==> src/rtl/uart_sched_pkg.sv <==
// Shared types and constants for the UART transmit scheduler.
package uart_sched_pkg;

  localparam int unsigned CNT_W  = 16;
  localparam int unsigned BAUD_W = 13;

  localparam logic [BAUD_W-1:0] BAUD_RST_DEF = 13'd433;

  typedef enum logic [1:0] {
    ST_IDLE  = 2'd0,
    ST_LOAD  = 2'd1,
    ST_START = 2'd2,
    ST_WAIT  = 2'd3
  } state_e;

endpackage

==> src/rtl/rr_pick.sv <==
// Round-robin picker: first set bit of valid at or after ptr, wrapping.
module rr_pick #(
  parameter int unsigned N  = 4,
  parameter int unsigned IW = $clog2(N)
) (
  input  logic [N-1:0]  valid,
  input  logic [IW-1:0] ptr,
  output logic [IW-1:0] idx,
  output logic          any
);

  logic [IW:0] pos;

  // Scan from ptr upward, wrapping at N; the first hit wins.
  always_comb begin
    idx = '0;
    any = 1'b0;
    pos = '0;
    for (int unsigned k = 0; k < N; k++) begin
      pos = {1'b0, ptr} + (IW+1)'(k);
      if (pos >= (IW+1)'(N)) begin
        pos = pos - (IW+1)'(N);
      end
      if (!any && valid[pos[IW-1:0]]) begin
        idx = pos[IW-1:0];
        any = 1'b1;
      end
    end
  end

endmodule

==> src/rtl/uart_tx_sched.sv <==
// Packet-atomic round-robin scheduler feeding N_REQ byte streams to one UART TX.
module uart_tx_sched
  import uart_sched_pkg::*;
#(
  parameter int unsigned       N_REQ     = 4,
  parameter logic [CNT_W-1:0]  TO_CYCLES = 16'd10000,
  parameter logic [BAUD_W-1:0] BAUD_RST  = BAUD_RST_DEF
) (
  input  logic                     clk,
  input  logic                     rst,
  input  logic [N_REQ-1:0]         req_valid,
  input  logic [8*N_REQ-1:0]       req_data,
  input  logic [N_REQ-1:0]         req_last,
  output logic [N_REQ-1:0]         req_ready,
  input  logic [BAUD_W-1:0]        cfg_baud,
  input  logic                     err_clr,
  output logic                     tx_start,
  output logic [7:0]               tx_data,
  input  logic                     tx_done,
  output logic [BAUD_W-1:0]        uart_ctrl_tx,
  output logic                     busy,
  output logic [$clog2(N_REQ)-1:0] grant_id,
  output logic                     err_timeout
);

  localparam int unsigned IW  = $clog2(N_REQ);
  localparam logic [IW:0] N_W = (IW+1)'(N_REQ);

  state_e           state;
  state_e           state_n;
  logic [IW-1:0]    rr_ptr;
  logic [IW-1:0]    pick_idx;
  logic             pick_any;
  logic             hs;
  logic             advance;
  logic             expire;
  logic             last_q;
  logic [CNT_W-1:0] cnt;
  logic [IW:0]      ptr_inc;
  logic [IW-1:0]    ptr_next;

  rr_pick #(
    .N  (N_REQ),
    .IW (IW)
  ) u_pick (
    .valid (req_valid),
    .ptr   (rr_ptr),
    .idx   (pick_idx),
    .any   (pick_any)
  );

  // Next-state, handshake and end-of-packet decode.
  always_comb begin
    state_n   = state;
    req_ready = '0;
    hs        = 1'b0;
    advance   = 1'b0;
    expire    = 1'b0;
    ptr_inc   = {1'b0, grant_id} + (IW+1)'(1);
    ptr_next  = (ptr_inc == N_W) ? '0 : ptr_inc[IW-1:0];
    case (state)
      ST_IDLE: begin
        if (pick_any) state_n = ST_LOAD;
      end
      ST_LOAD: begin
        req_ready[grant_id] = req_valid[grant_id];
        hs                  = req_valid[grant_id];
        if (hs) state_n = ST_START;
      end
      ST_START: begin
        state_n = ST_WAIT;
      end
      ST_WAIT: begin
        // tx_done has priority over a watchdog expiry in the same cycle.
        if (tx_done) begin
          if (last_q) begin
            advance = 1'b1;
            state_n = ST_IDLE;
          end else begin
            state_n = ST_LOAD;
          end
        end else if (cnt == TO_CYCLES - CNT_W'(2)) begin
          // Flag rises together with the counter reaching TO_CYCLES-1.
          expire  = 1'b1;
          advance = 1'b1;
          state_n = ST_IDLE;
        end
      end
      default: begin
        state_n = ST_IDLE;
      end
    endcase
  end

  // State register.
  always_ff @(posedge clk) begin
    if (rst) state <= ST_IDLE;
    else     state <= state_n;
  end

  // Datapath, pointer, watchdog and status registers.
  always_ff @(posedge clk) begin
    if (rst) begin
      tx_start     <= 1'b0;
      tx_data      <= 8'h00;
      uart_ctrl_tx <= BAUD_RST;
      busy         <= 1'b0;
      grant_id     <= '0;
      rr_ptr       <= '0;
      err_timeout  <= 1'b0;
      cnt          <= '0;
      last_q       <= 1'b0;
    end else begin
      tx_start <= hs;
      busy     <= (state_n != ST_IDLE);
      if (state == ST_IDLE) begin
        uart_ctrl_tx <= cfg_baud;
        if (pick_any) grant_id <= pick_idx;
      end
      if (hs) begin
        tx_data <= req_data[{grant_id, 3'b000} +: 8];
        last_q  <= req_last[grant_id];
      end
      if (state == ST_START)     cnt <= '0;
      else if (state == ST_WAIT) cnt <= cnt + CNT_W'(1);
      if (advance) rr_ptr <= ptr_next;
      if (expire)       err_timeout <= 1'b1;
      else if (err_clr) err_timeout <= 1'b0;
    end
  end

endmodule

==> config.mk <==
export PLATFORM = sky130hd
export DESIGN_NAME = uart_tx_sched
export DESIGN_NICKNAME = d
export VERILOG_FILES = /design/src/rtl/uart_sched_pkg.sv /design/src/rtl/rr_pick.sv /design/src/rtl/uart_tx_sched.sv
export SDC_FILE = /design/constraint.sdc
export NUM_CORES = 1
export LEC_CHECK = 0
export BUFFER_PORTS_ARGS = -buffer_cell sky130_fd_sc_hd__buf_4
export CAP_MARGIN = 30
export CORE_MARGIN = 4
export CORE_UTILIZATION = 28
export DETAILED_ROUTE_END_ITERATION = 16
export SLEW_MARGIN = 5
export SYNTH_ARGS = -nofsm -noshare
export SYNTH_HDL_FRONTEND = slang
export SYNTH_HIERARCHICAL = 1
export SYNTH_SLANG_ARGS = --single-unit
==> constraint.sdc <==
create_clock -name clk -period 4.2 [get_ports clk]
set_input_delay 0.84 -clock clk [delete_from_list [all_inputs] [get_ports clk]]
set_output_delay 0.84 -clock clk [all_outputs]
set_load 0.01 [all_outputs]
==> out/results.txt <==
Nets = 410
Post-route ant nets = 0
Slew HR = 54.9%
Top-area cell type share of the netlist area = 39.7%
Setup ws final = 1270 ps
Area leader, netlist = dfxtp_1
CP delay by family, top = flip-flops
Hold Vio Cnt, Final = 0
Critical path class = reg2out
DR pass1 iterations = 4
Run status = finished, final reports clean
CTS tree = built
Arr. time, crit path = 2090 ps
Row count = 33
Final WL = 5910 um
Worst path buffer plus inverter count = 1
CP startpoint kind = flop
Initial antenna violation count = 0
Clock Path Buffers = 2
Htree depth = 2
TritonCTS buffer count = 5
Setup violations, final = 0
Routed WL per cell = 13.1 um
DIE WIDTH = 100 um
Final Skew = 9.51 ps
DR vias = 2137
Commonest non-fill, non-tap cell in the layout = buf_4
Slowest stage delay, CP = 770 ps
# port buffers = 86
YS warnings = 6
Worst Hold Class = reg2reg
Synth Register Bits = 47
Gr ovfl total = 0
Largest net degree at the start of global routing = 30
First-pass GRT wire length = 9400 um
Post-route DRC = 0
Worst-path clk slew = 90 ps
Resized cells post-CTS = 0
Setup TNS = 0 ps
Post-DP HPWL = 4470 um
Core ar. = 8220 um^2
Crit end category = output pin
VDD IR-drop max = 0.000214 V
Power per cell area = 414 nW/um^2
Antenna cell count = 0
Worst slew pin tran = 676 ps
Post CTS Setup Buffer Count = 0
GRT Total Usage = 11.4%
WP data required = 3360 ps
Fin crit share = 69.7%
CTS Sinks = 47
Sequential-to-total area share from yosys stat = 39.7%
RSZ-0062 raised after global routing = no
Clk_lat worst skew = 300 ps
Post-Syn Area = 2370 um^2
Root buffer cell = clkbuf_8
Cell Chain, Critical Path = mux4_2, and3_4, and2_1, buf_4
Final Max Tran Viols = 0
LEAKAGE = 1.32 nW
Syn Nets = 328
Leading post-synthesis cells by cell area = dfxtp_1 40%, mux4_2 7.6%, nand2_1 5.4%
F_max = 341 MHz
Most frequent cells in the layout = 89 x buf_4, 47 x dfxtp_1, 34 x nand2_1
Place WS = 1320 ps
Via/cell ratio = 4.74
Mapped Cells = 264
Avg Inst Size Synth = 8.98 um^2
Max cap viols = 0
Die height = 100 um
I/O pin total = 87
Initial Util = 28.8%
Worst Path Max Fanout = 16
GPL Wtd Cong = 0.782
Layout Utilization = 39.0%
CTS Hold Buffers Added = 0
Area Growth Syn to Fin = 35.2%
Layout cells sized above 1 = 31.8%
Initial DRC Count = 98
DIE AREA = 10000 um^2
Vias in the first global route = 2043
Final min period = 2930 ps
Synth cell types = 45
CP max stage cell = dfxtp_1
layout make-up:
cell class	count	area, um^2
inverters	17	63.8
clock buffers	5	68.8
multi-input cells	186	1290
clock inverters	2	37.5
flip-flops and latches	47	941
repair buffers	89	668
well taps	105	131
fillers	828	5010
report_power, final:
part,switching (mW),internal [mW]
sequential,0.0615,0.510
clock,0.151,0.174
combinational,0.216,0.216
total,0.428,0.900
worst register-to-register path, stage by stage (launching register included):
cell	delay, ps
dfxtp_1	600
inv_2	140
o21ai_1	470
buf_4	270
nor2_1	50
mux2_2	250
sequential cells by signal, indices dropped and copies added, names as in the netlist:
| register | cells |
|---|---|
| busy | 1 |
| cnt | 16 |
| err_timeout | 1 |
| grant_id | 2 |
| last_q | 1 |
| rr_ptr | 2 |
| state | 2 |
| tx_data | 8 |
| tx_start | 1 |
| uart_ctrl_tx | 13 |
stage by stage:
stage / total power [mW] / cell area [um^2] / instances / hold WS, ps
6_report: 1.33 / 3200 / 451 / 460
5_1_grt: 1.41 / 3200 / 451 / 483
4_1_cts: 1.34 / 3200 / 451 / 464
3_5_place_dp: 1.02 / 3100 / 444 / 450
3_3_place_gp: 1.01 / 3080 / 442 / 444
2_1_floorplan: 0.841 / 2370 / 264 / 460
synthesized netlist by cell type:
cell and number:
a211oi_1 1, a21boi_1 1, a21oi_1 18, a221o_1 1, a311oi_2 1, a31o_1 1
a41oi_1 1, and2_1 5, and3_1 3, and3_4 1, and4_1 2, buf_1 2
buf_2 3, buf_6 2, clkbuf_1 7, clkinv_1 1, dfxtp_1 47, ha_1 7
inv_1 13, inv_2 3, mux2_1 1, mux2_2 1, mux2i_1 9, mux4_1 2
mux4_2 8, nand2_1 34, nand2b_1 3, nand3_1 12, nand3b_1 2, nand4_1 7
nor2_1 30, nor2b_1 1, nor3_1 6, nor3b_1 1, nor4_1 3, nor4b_1 3
o21ai_0 2, o21ai_1 1, o221ai_1 2, o2bb2ai_1 1, o311ai_1 1, or2_1 1
or3_1 1, xnor2_1 11, xor2_1 1
routing by layer:
metal	GRT usage [%]	part of all wire (%)	vias to the layer above	wire length (um)
li1	-	-	1076	-
met1	14.3	44	976	2600
met2	18.9	45	79	2670
met3	3.68	9.7	6	575
met4	3.42	1.2	0	68
met5	0	0	-	0
cells by family (layout without fill, tap and decap cells):
logic type	Yosys count	count (layout)	synth area share [%]
AND/OR/NAND/NOR	115	115	23.5
flip-flops	47	47	39.7
AO/OA/AOI/OAI	31	31	8.34
buffers and inverters	31	113	5.70
multiplexers	21	21	14.6
XOR/XNOR	12	12	4.44
adder cells (fa/ha/maj)	7	7	3.70
path summary, 6_finish.rpt:
kind / start / endpoint / slack (ps) / cells past startpoint
hold / removal: uart_ctrl_tx[9] / uart_ctrl_tx[9] / 460 / 2
hold reg to reg: uart_ctrl_tx[9] / uart_ctrl_tx[9] / 460 / 2
setup reg to reg: state[1] / cnt[14] / 2310 / 5
setup / recovery: grant_id[1] / req_ready[0] / 1270 / 4
Power figures use the tool's default switching activity.
